==> src/rtl/piso_pkg.sv <==
// Shared definitions for the parallel-in/serial-out serializer: state encoding,
// default word width and the bit-counter width helper.
package piso_pkg;

    localparam int DEFAULT_WIDTH = 8;

    // Two-state FSM encoding, kept as plain constants for legacy tooling.
    localparam logic [0:0] ST_IDLE  = 1'b0;
    localparam logic [0:0] ST_SHIFT = 1'b1;

    function automatic int cnt_bits(input int width);
        return (width < 2) ? 1 : $clog2(width);
    endfunction

endpackage

==> src/rtl/piso_bit_counter.sv <==
// Bit-position counter for the serializer: clears on load, steps on enable and
// wraps from WIDTH-1 back to 0; tc flags the last bit of a word.
module piso_bit_counter
    import piso_pkg::*;
#(
    parameter int WIDTH = DEFAULT_WIDTH,
    parameter int CW    = cnt_bits(WIDTH)
) (
    input  logic          clk,
    input  logic          reset,
    input  logic          load,
    input  logic          enable,
    output logic [CW-1:0] count,
    output logic          tc
);

    localparam logic [CW-1:0] LAST = CW'(WIDTH - 1);

    assign tc = (count == LAST);

    always_ff @(posedge clk or negedge reset) begin
        if (!reset) begin
            count <= '0;
        end else if (load) begin
            count <= '0;
        end else if (enable) begin
            count <= tc ? '0 : count + 1'b1;
        end
    end

endmodule

==> src/rtl/piso_serializer.sv <==
// Parallel-in/serial-out serializer with frame markers, back-to-back word
// support and a shift enable that freezes the whole datapath.
module piso_serializer
    import piso_pkg::*;
#(
    parameter int WIDTH     = DEFAULT_WIDTH,
    parameter bit MSB_FIRST = 1'b1
) (
    input  logic             clk,
    input  logic             reset,
    input  logic             en,
    input  logic             din_valid,
    input  logic [WIDTH-1:0] din,
    output logic             din_ready,
    output logic             dout,
    output logic             dout_valid,
    output logic             frame_start,
    output logic             frame_end,
    output logic [0:0]       fsm_state
);

    localparam int            CW     = cnt_bits(WIDTH);
    localparam logic [CW-1:0] PENULT = CW'(WIDTH - 2);

    logic [0:0]       state;
    logic [WIDTH-1:0] sreg;
    logic [CW-1:0]    cnt;
    logic             tc;
    logic             accept;
    logic             advance;

    function automatic logic head_bit(input logic [WIDTH-1:0] w);
        return MSB_FIRST ? w[WIDTH-1] : w[0];
    endfunction

    function automatic logic [WIDTH-1:0] drop_head(input logic [WIDTH-1:0] w);
        return MSB_FIRST ? (w << 1) : (w >> 1);
    endfunction

    // Handshake: a word transfers on a rising edge where din_valid and din_ready
    // are both high; din_ready is combinational and only opens in IDLE or on the
    // enabled last-bit cycle, so din/din_valid are don't-care otherwise.
    assign din_ready = reset & ((state == ST_IDLE) | (tc & en));
    assign accept    = din_valid & din_ready;
    assign advance   = (state == ST_SHIFT) & en;
    assign fsm_state = state;

    piso_bit_counter #(
        .WIDTH (WIDTH),
        .CW    (CW)
    ) u_bit_counter (
        .clk    (clk),
        .reset  (reset),
        .load   (accept),
        .enable (advance),
        .count  (cnt),
        .tc     (tc)
    );

    // sreg holds the bits still to come; dout is the bit currently on the line.
    always_ff @(posedge clk or negedge reset) begin
        if (!reset) begin
            state       <= ST_IDLE;
            sreg        <= '0;
            dout        <= 1'b0;
            dout_valid  <= 1'b0;
            frame_start <= 1'b0;
            frame_end   <= 1'b0;
        end else if (accept) begin
            state       <= ST_SHIFT;
            sreg        <= drop_head(din);
            dout        <= head_bit(din);
            dout_valid  <= 1'b1;
            frame_start <= 1'b1;
            frame_end   <= 1'b0;
        end else if (advance) begin
            if (tc) begin
                state       <= ST_IDLE;
                sreg        <= '0;
                dout        <= 1'b0;
                dout_valid  <= 1'b0;
                frame_start <= 1'b0;
                frame_end   <= 1'b0;
            end else begin
                sreg        <= drop_head(sreg);
                dout        <= head_bit(sreg);
                frame_start <= 1'b0;
                frame_end   <= (cnt == PENULT);
            end
        end
    end

endmodule

==> config.mk <==
export PLATFORM = sky130hd
export DESIGN_NAME = piso_serializer
export DESIGN_NICKNAME = d
export VERILOG_FILES = /design/src/rtl/piso_pkg.sv /design/src/rtl/piso_bit_counter.sv /design/src/rtl/piso_serializer.sv
export SDC_FILE = /design/constraint.sdc
export NUM_CORES = 1
export LEC_CHECK = 0
export BUFFER_PORTS_ARGS = -buffer_cell sky130_fd_sc_hd__buf_2
export CAP_MARGIN = 25
export CORE_UTILIZATION = 35
export CTS_BUF_LIST = sky130_fd_sc_hd__clkbuf_8
export DETAILED_ROUTE_END_ITERATION = 8
export PLACE_DENSITY = 0.66
export SETUP_SLACK_MARGIN = 0.05
export SKIP_LAST_GASP = 1
export SYNTH_ARGS = -nofsm -noshare
export SYNTH_HDL_FRONTEND = slang
export SYNTH_SLANG_ARGS = --single-unit
==> constraint.sdc <==
create_clock -name clk -period 4.2 [get_ports clk]
set_input_delay 1.26 -clock clk [delete_from_list [all_inputs] [get_ports clk]]
set_output_delay 1.26 -clock clk [all_outputs]
set_load 0.1 [all_outputs]
==> impl_metrics.env <==
export IMPL_fmax_mhz=300
export IMPL_grt_pass1_vias=473
export IMPL_final_min_clock_period_ps=3330
export IMPL_worstReg2RegStart="u_bit_counter.count[0]"
export IMPL_syn_to_final_growth_pct=24.3
export IMPL_min_delay_start="frame_start"
export IMPL_final_area_um2=818
export IMPL_firstDrtPassIters=4
export IMPL_vias_per_cell=5.04
export IMPL_max_cap_viol_count=0
export IMPL_syn_nets=70
export IMPL_port_buffers=17
export IMPL_setup_violations=0
export IMPL_async_reset_ff_share_pct=100
export IMPL_powerDensity_nw_per_um2=681
export IMPL_vdd_drop_max_v=0.000390
export IMPL_yosysUniqueCellTypes=22
export IMPL_vias=504
export IMPL_synth_area_um2=658
export IMPL_grt_overflow=0
export IMPL_ys_seq_elements=14
export IMPL_wire_per_inst_um=12.1
export IMPL_gp_congestion=0.679
export IMPL_die_w_um=45.4
export IMPL_clkLatencyLatePin_ps=240
export IMPL_route_detailed_drc=0
export IMPL_worstSetupStartpointType="primary input"
export IMPL_clk_path_buf_depth=2
export IMPL_critical_path_arrival_ps=2070
export IMPL_pin_count=18
export IMPL_critPathKind="primary input to output pin"
export IMPL_crit_path_end_kind="output pin"
export IMPL_hold_path_class="register to register"
export IMPL_synth_edff_count=0
export IMPL_top_layer="met4"
export IMPL_hpwl_um=901
export IMPL_ys_warn_count=0
export IMPL_ctsHoldBuffers=0
export IMPL_hold_violations=0
export IMPL_rsz0062_at_grt="no"
export IMPL_post_cts_setup_buffer_count=0
export IMPL_fin_crit_sh_pct=79.4
export IMPL_hold_slack_ps=481
export IMPL_drive_above_1_share_pct=33.3
export IMPL_worstSetupStartpoint="en"
export IMPL_maxSlewHeadroom_pct=63.6
export IMPL_tritoncts="built"
export IMPL_met1Wirelength_um=566
export IMPL_nets=91
export IMPL_post_cts_resize_count=0
export IMPL_drtIter0Drc=16
export IMPL_placed_area_um2=763
export IMPL_slew_viol_final=0
export IMPL_cts_buffers=3
export IMPL_fin_setup_tns_ps=0
export IMPL_worst_pin_slew_ps=546
export IMPL_ctsRootBufferMaster="clkbuf_8"
export IMPL_antenna_found_initial=0
export IMPL_syn_inst=55
export IMPL_avgSynthCellArea_um2=12.0
export IMPL_dr_wl_met2_um=586
export IMPL_diodes=0
export IMPL_wirelength_um=1210
export IMPL_seq_area_frac_synth_pct=53.2
export IMPL_htreeDepth=1
export IMPL_clock_sinks=14
export IMPL_clk_pin_slew_worst_paths_ps=60
export IMPL_fp_dieArea_um2=2060
export IMPL_synth_ff_type="dfrtp_1"
export IMPL_core_um2=1750
export IMPL_wl_met3_um=49
export IMPL_power_leakage_nw=0.422
export IMPL_critPathMaxFanout=5
export IMPL_initial_core_util_pct=37.7
export IMPL_grtUsageTotal_pct=14.7
export IMPL_cp_required_ps=2940
export IMPL_die_h_um=45.4
export IMPL_grt_pass1_wl_um=2120
export IMPL_fp_row_count=15
export IMPL_fin_skew_ps=1.20
export IMPL_grt_max_degree=16
export IMPL_ant_nets=0
export IMPL_status="completed"
-- synthesized netlist by cell type, types with 2 or more instances --
library cell,instances,area (µm²)
dfrtp_1,14,350
ha_1,3,37.5
a221o_1,7,70.1
and2_1,7,43.8
inv_1,2,7.51
nand2_1,6,22.5
-- sequential cells by signal (all words and copies together) (netlist names) --
register and flops:
frame_end 1, fsm_state 1, dout 1, sreg 7
frame_start 1, u_bit_counter.count 3
-- metal layers --
| metal | vias up | global-route usage (%) |
|---|---|---|
| li1 | 242 | - |
| met4 | 0 | 7.27 |
| met5 | - | 0 |
| met2 | 14 | 20.6 |
| met1 | 246 | 21.0 |
| met3 | 2 | 3.60 |
-- layout by cell type (no fill, tap or decap), types with 2 or more instances in the layout --
master / synthesis / layout
a221o_1: 7 / 7
and2_1: 7 / 7
buf_2: 0 / 17
clkbuf_8: 0 / 4
dfrtp_1: 14 / 14
ha_1: 3 / 3
inv_1: 2 / 2
nand2_1: 6 / 6
-- critical path: stages --
cell,delay [ps]
buf_2,120
a21boi_2,80
and2b_1,190
buf_2,420
-- cell type report --
type | instances | area, µm²
Fill cell | 174 | 927
Multi-Input combinational cell | 37 | 282
Tap cell | 25 | 31.3
Inverter | 2 | 7.51
Timing Repair Buffer | 18 | 92.6
Clock buffer | 4 | 55.1
Sequential cell | 14 | 350
-- metrics by stage --
step	cells	util [%]	worst slack [ps]	total power, mW
6_report	100	46.9	866	0.557
4_1_cts	100	46.9	865	0.563
5_1_grt	100	46.9	846	0.593
3_5_place_dp	96	43.7	869	0.432
2_1_floorplan	55	-	851	0.392
3_3_place_gp	96	43.7	886	0.429
-- final timing paths --
| check | end | slack [ps] | cells after the start |
|---|---|---|---|
| worst min register to register | frame_start | 480 | 1 |
| max in group asynchronous | sreg[1] | 3050 | 2 |
| worst min-delay path | frame_start | 480 | 1 |
| min in group asynchronous | sreg[7] | 980 | 2 |
| worst max-delay path | din_ready | 870 | 4 |
| worst max register to register | sreg[4] | 2540 | 5 |
-- report_power, final --
part	leakage, nW	total [mW]	internal, mW	switching (mW)
combinational	0.210	0.220	0.0695	0.151
sequential	0.183	0.208	0.179	0.0282
clock	0.0288	0.129	0.0829	0.0464
total	0.422	0.557	0.332	0.225
-- logic make-up after synthesis --
| logic type | after synthesis | synth area share (%) |
|---|---|---|
| AND/OR/NAND/NOR | 19 | 16.2 |
| flip-flops | 14 | 53.2 |
| AO/OA/AOI/OAI | 13 | 17.7 |
| buffers and inverters | 4 | 3.99 |
| adder cells (fa/ha/maj) | 3 | 5.70 |
| multiplexers | 2 | 3.23 |
(Power assumes the default switching activity.)
